===== src/rtl/conv_row_loader.sv =====
// Row producer: fetches feature-map rows from buffer RAM, commits them into the kernel
// shift-register bank and paces the convolution controller. Zero padding: CONV_ROW_LOADER_ZERO_PAD_EN.
module conv_row_loader #(
    parameter int DATA_WIDTH  = 8,
    parameter int ADDR_WIDTH  = 16,
    parameter int ROW_LEN     = 4,
    parameter int NUM_SR_ROWS = 4,
    parameter int IMG_ROWS    = 6
) (
    input  logic                  clock,
    input  logic                  reset,
    input  logic                  start,
    input  logic [ADDR_WIDTH-1:0] base_addr,
    output logic                  mem_rd_en,
    output logic [ADDR_WIDTH-1:0] mem_addr,
    input  logic [DATA_WIDTH-1:0] mem_rd_data,
    output logic                  load_wr_en,
    output logic [15:0]           load_wr_col,
    output logic [DATA_WIDTH-1:0] load_wr_data,
    output logic                  row_commit,
    input  logic                  shift_row_up,
    output logic                  row_shift_in_rdy,
    output logic                  input_start,
    output logic                  busy,
    output logic                  frame_done
);

`ifdef CONV_ROW_LOADER_ZERO_PAD_EN
    localparam bit PAD_EN = 1'b1;
`else
    localparam bit PAD_EN = 1'b0;
`endif

    localparam int          TOTAL_ROWS = IMG_ROWS + (PAD_EN ? 2 : 0);
    localparam logic [15:0] TOTAL16    = 16'(TOTAL_ROWS);
    localparam logic [15:0] NSR16      = 16'(NUM_SR_ROWS);
    localparam logic [15:0] LAST_COL   = 16'(ROW_LEN - 1);

    typedef enum logic [1:0] {IDLE, FILL, RUN, DRAIN} state_t;

    state_t                state_q;
    logic [ADDR_WIDTH-1:0] base_q;
    logic [ADDR_WIDTH-1:0] mem_addr_q;
    logic [15:0]           rows_fetched_q;
    logic [15:0]           rows_committed_q;
    logic                  iss_vld_q;
    logic                  iss_pad_q;
    logic [15:0]           iss_col_q;
    logic                  mem_rd_en_q;
    logic                  load_wr_en_q;
    logic                  wr_pad_q;
    logic [15:0]           load_wr_col_q;
    logic                  row_full_q;
    logic                  input_start_q;
    logic                  frame_done_q;

    logic                  rdy;
    logic                  accept;
    logic                  commit;
    logic                  fetch_go;
    logic                  fetch_pad;
    logic [15:0]           fetch_row;
    logic [15:0]           img_row;
    logic [ADDR_WIDTH-1:0] base_src;
    logic [ADDR_WIDTH-1:0] fetch_base;

    always_comb begin
        rdy = 1'b0;
        case (state_q)
            RUN:     rdy = !shift_row_up || row_full_q;
            DRAIN:   rdy = 1'b1;
            default: rdy = 1'b0;
        endcase
        accept = shift_row_up && rdy;
        commit = (state_q == FILL && row_full_q) || (state_q == RUN && accept);

        // A new row is fetched on the frame start and on every commit while rows remain.
        fetch_row  = (state_q == IDLE) ? 16'd0 : rows_fetched_q;
        fetch_go   = (state_q == IDLE && start) || (commit && rows_fetched_q < TOTAL16);
        fetch_pad  = PAD_EN && (fetch_row == 16'd0 || fetch_row == TOTAL16 - 16'd1);
        img_row    = fetch_row - (PAD_EN ? 16'd1 : 16'd0);
        base_src   = (state_q == IDLE) ? base_addr : base_q;
        fetch_base = base_src + ADDR_WIDTH'(32'(img_row) * ROW_LEN);
    end

    always_ff @(posedge clock or negedge reset) begin
        if (!reset) begin
            state_q          <= IDLE;
            base_q           <= '0;
            mem_addr_q       <= '0;
            rows_fetched_q   <= '0;
            rows_committed_q <= '0;
            iss_vld_q        <= 1'b0;
            iss_pad_q        <= 1'b0;
            iss_col_q        <= '0;
            mem_rd_en_q      <= 1'b0;
            load_wr_en_q     <= 1'b0;
            wr_pad_q         <= 1'b0;
            load_wr_col_q    <= '0;
            row_full_q       <= 1'b0;
            input_start_q    <= 1'b0;
            frame_done_q     <= 1'b0;
        end else begin
            input_start_q <= 1'b0;
            frame_done_q  <= 1'b0;

            if (fetch_go) begin
                iss_vld_q      <= 1'b1;
                iss_pad_q      <= fetch_pad;
                iss_col_q      <= '0;
                mem_rd_en_q    <= !fetch_pad;
                mem_addr_q     <= fetch_base;
                rows_fetched_q <= fetch_row + 16'd1;
            end else if (iss_vld_q && iss_col_q != LAST_COL) begin
                iss_col_q <= iss_col_q + 16'd1;
                if (mem_rd_en_q) mem_addr_q <= mem_addr_q + ADDR_WIDTH'(1);
            end else begin
                iss_vld_q   <= 1'b0;
                iss_pad_q   <= 1'b0;
                iss_col_q   <= '0;
                mem_rd_en_q <= 1'b0;
            end

            // Read data arrives one cycle after the strobe; writes trail the issue stage by one.
            load_wr_en_q  <= iss_vld_q;
            load_wr_col_q <= iss_col_q;
            wr_pad_q      <= iss_pad_q;

            if (commit)
                row_full_q <= 1'b0;
            else if (load_wr_en_q && load_wr_col_q == LAST_COL)
                row_full_q <= 1'b1;

            if (commit) rows_committed_q <= rows_committed_q + 16'd1;

            case (state_q)
                IDLE: begin
                    if (start) begin
                        base_q           <= base_addr;
                        rows_committed_q <= '0;
                        state_q          <= FILL;
                    end
                end
                FILL: begin
                    if (commit && rows_committed_q == NSR16 - 16'd1) begin
                        state_q       <= (TOTAL16 == NSR16) ? DRAIN : RUN;
                        input_start_q <= 1'b1;
                    end
                end
                RUN: begin
                    if (commit && rows_committed_q == TOTAL16 - 16'd1) state_q <= DRAIN;
                end
                DRAIN: begin
                    if (accept) begin
                        frame_done_q <= 1'b1;
                        state_q      <= IDLE;
                    end
                end
                default: state_q <= IDLE;
            endcase
        end
    end

    assign mem_rd_en        = mem_rd_en_q;
    assign mem_addr         = mem_addr_q;
    assign load_wr_en       = load_wr_en_q;
    assign load_wr_col      = load_wr_col_q;
    assign load_wr_data     = (load_wr_en_q && !wr_pad_q) ? mem_rd_data : '0;
    assign row_commit       = commit;
    assign row_shift_in_rdy = rdy;
    assign input_start      = input_start_q;
    assign busy             = (state_q != IDLE);
    assign frame_done       = frame_done_q;

endmodule


===== config.mk =====
export PLATFORM = sky130hd
export DESIGN_NAME = conv_row_loader
export DESIGN_NICKNAME = d
export VERILOG_FILES = /design/src/rtl/conv_row_loader.sv
export SDC_FILE = /design/constraint.sdc
export NUM_CORES = 1
export LEC_CHECK = 0
export CORE_MARGIN = 2
export CORE_UTILIZATION = 47
export DETAILED_ROUTE_END_ITERATION = 10
export GPL_TIMING_DRIVEN = 0
export PLACE_DENSITY_LB_ADDON = 0.05
export SYNTH_ARGS = -nofsm -noshare
export SYNTH_HDL_FRONTEND = slang
export SYNTH_SLANG_ARGS = --single-unit
export TNS_END_PERCENT = 10

===== constraint.sdc =====
create_clock -name clock -period 3.5 [get_ports clock]
set_input_delay 0.525 -clock clock [delete_from_list [all_inputs] [get_ports clock]]
set_output_delay 0.525 -clock clock [all_outputs]
set_load 0.01 [all_outputs]

==> run_results.csv <==
group,metric,value,unit
outcome,status,"finished, final reports clean",
clock_tree,cts-root-buf,"clkbuf_16",
logic_synthesis,ys_ff_latch,103,
logic_synthesis,synth_area_leader_cell,"dfrtp_1",
finish,nFillCells,1012,
finish,drive_above_1_share,0.0820,
sta,layout_min_cycle_time,3.28,ns
logic_synthesis,synth.top_cells.by_count,"dfrtp_1 (103), nand2_1 (80), nor2_1 (52)",
clock_tree,cts_buffers,9,
clock_tree,cts_tree,"done",
detailed_routing,drt_iter0_drc,157,
logic_synthesis,syn_nets,601,
finish,diodes,0,
flow_run,drv_cap,0,
logic_synthesis,ys_seq_area_frac,0.480,
sta,fmax,0.304,GHz
detailed_routing,dr.pass1.iters,4,
pwr,vdd_drop_max,0.389,mV
critical_path,end_kind,"flop",
floorplan,pin_count,75,
critical_path,arrival,3.53,ns
logic_synthesis,synth_area_per_cell,9.71,µm²
logic_synthesis,synthArstFlopShare,1.00,
detailed_routing,routed_wl,12300,µm
logic_synthesis,synth_cells,553,
floorplan,die_area,12300,µm²
sta,maxSlewViolCount,0,
critical_path,critical_path.max_fanout,10,
floorplan,rows,39,
global_route,overflow,0,
global_route,grt_antenna_before_repair,0,
logic_synthesis,synth_most_common_cell,"dfrtp_1",
clock_tree,clk_pin_slew,0.07,ns
detailed_routing,vias,4177,
placement,placement.cell_area,6320,µm²
floorplan,die_h,111,µm
detailed_routing,drcViolationCount,0,
global_route,grt_max_degree,73,
critical_path,cp.required,3.75,ns
critical_path,start_kind,"flop",
finish,final_nets,689,
logic_synthesis,yosys-top-cells-area,"dfrtp_1 (48%), nand2_1 (5.6%), xor2_1 (5.5%), ha_1 (4.4%), xnor2_1 (3.8%)",
logic_synthesis,synth_top_area_frac,0.480,
finish,fin_util,0.596,
logic_synthesis,netlist_area,5370,µm²
sta,finalSetupTns,0,ns
sta,setup_viol,0,
sta,rsz0062_at_grt,"false",
sta,skew,0.00696,ns
clock_tree,ctsHoldBuffers,0,
global_route,grt_first_pass_wirelength,20700,µm
min_path,hold_class,"in -> async",
placement,routabilityCongestion,0.922,
logic_synthesis,synth_ff_type,"dfrtp_1",
detailed_routing,ant_nets,0,
clock_tree,h-tree-depth,3,
detailed_routing,vias_per_cell,5.29,
pwr,p_per_area,756,nW/µm²
logic_synthesis,yosys.cell_types.count,57,
sta,worst_slew_pin_slew,0.728,ns
placement,io_buffers,74,
pwr,p_leak,3.07,nW
detailed_routing,wl_per_cell,15.6,µm
sta,final-hold-violation-count,0,
global_route,grt_pass1_vias,4064,
sta,slew_headroom,0.511,
finish,syn2layout_area_growth,25.0,%
floorplan,start_util,0.477,
clock_tree,clock_path_buffers,2,
placement,dp_hpwl,9030,µm
floorplan,die-width,111,µm
floorplan,core,11300,µm²
global_route,grt_usage,0.212,
logic_synthesis,synth_edf_count,0,
clock_tree,clock_latency,0.36,ns
critical_path,crit_type,"reg -> reg",
sta,whs,0.104,ns
clock_tree,clock_sinks,103,
sta,fin_crit_sh,0.939,
finish,stdcell_area,6710,µm²
logic_synthesis,yosysWarnings,0,
[path summary, 6_finish.rpt]
kind,cells past startpoint,end,from,slack [ns]
max in group asynchronous,2,rows_fetched_q[4],reset,2.69
min,1,load_wr_col[9],reset,0.10
max,14,mem_addr[14],state_q[0],0.22
min reg2reg,0,load_wr_col[15],iss_col_q[15],0.43
min in group clock,0,load_wr_col[15],iss_col_q[15],0.43
max reg2reg,14,mem_addr[14],state_q[0],0.22
[repair_timing]
item | CTS | global route
pin swaps | 0 | 3
gates resized for setup | 7 | 9
buffers inserted | 0 | 2
endpoints found under the setup margin | 9 | 8
[registers in the layout, indices dropped and copies added, names as in the netlist]
| name | cells |
|---|---|
| iss_col_q | 16 |
| base_q | 16 |
| mem_addr | 16 |
| frame_done | 1 |
| rows_fetched_q | 16 |
| rows_committed_q | 16 |
| row_full_q | 1 |
| load_wr_col | 16 |
| input_start | 1 |
| load_wr_en | 1 |
| mem_rd_en | 1 |
| state_q | 2 |
[stage by stage]
step                      power [mW]  setup slack [ns]  instances
final                           5.07             0.215        789
after global routing            5.45          0.000463        789
after CTS                       5.07           0.00824        787
after detailed placement        3.92            -0.378        771
after global placement          3.87             -2.02        770
after floorplan                 3.11             0.305        553
[cell type report]
class | count | area, µm² | share of cell area
Multi-Input combinational cell | 421 | 2690 | 0.401
Sequential cell | 103 | 2580 | 0.384
Timing Repair Buffer | 77 | 781 | 0.116
Clock buffer | 11 | 243 | 0.0362
Tap cell | 143 | 179 | 0.0267
Buffer | 19 | 113 | 0.0168
Clock inverter | 5 | 88.8 | 0.0132
Inverter | 10 | 37.5 | 0.00559
[power breakdown]
group          switching, mW  internal, mW  total (mW)
clock network          0.460         0.656        1.12
registers              0.262          1.47        1.73
logic                   1.20          1.03        2.23
[per-layer routing]
metal  GRT usage  vias to the layer above  wire length, µm
met5           0                        -                0
met4      0.0700                        0              166
met2       0.320                       86             5580
met3      0.0448                       11              523
li1            -                     2070                -
met1       0.305                     2010             6040
[kinds of logic (layout without fill, tap and decap cells)]
group	after synthesis	count (layout)	share of synthesized area
AND/OR/NAND/NOR	251	251	0.232
flip-flops	103	103	0.480
AO/OA/AOI/OAI	78	78	0.0929
XOR/XNOR	57	57	0.0929
buffers and inverters	29	122	0.0240
adder cells (fa/ha/maj)	21	21	0.0498
multiplexers	14	14	0.0282
[critical path: stages (launching register included)]
cell and delay [ns]:
dfrtp_1 0.40, inv_1 0.11, ha_1 0.15, clkbuf_4 0.20, buf_4 0.20, buf_6 0.18, mux2_2 0.34, ha_1 0.20
fa_1 0.40, o211a_1 0.14, o21ai_2 0.20, o211ai_1 0.16, a21oi_1 0.20, xnor2_1 0.11, a21o_1 0.18
[placed cells by master, fill, tap and decap left out, drive strengths merged, types with 2 or more instances in the layout]
cell           netlist  layout
a211oi               4       4
a21boi               2       2
a21o                 4       4
a21oi               24      24
a31oi                2       2
a41o                 2       2
and2                25      25
and3                 7       7
and4                 2       2
buf                 11      14
bufinv               0       2
clkbuf               8      20
clkdlybuf4s50        0      73
dfrtp              103     103
ha                  19      19
inv                 10      12
mux2                 9       9
mux2i                5       5
nand2               81      81
nand2b              10      10
nand3               14      14
nand3b               2       2
nand4               12      12
nor2                53      53
nor2b               14      14
nor3                 9       9
nor4                 8       8
o2111ai              2       2
o211ai               3       3
o21ai               25      25
or3                  7       7
or4                  4       4
xnor2               23      23
xor2                34      34
Note: power is estimated with default switching activity, not from simulation.
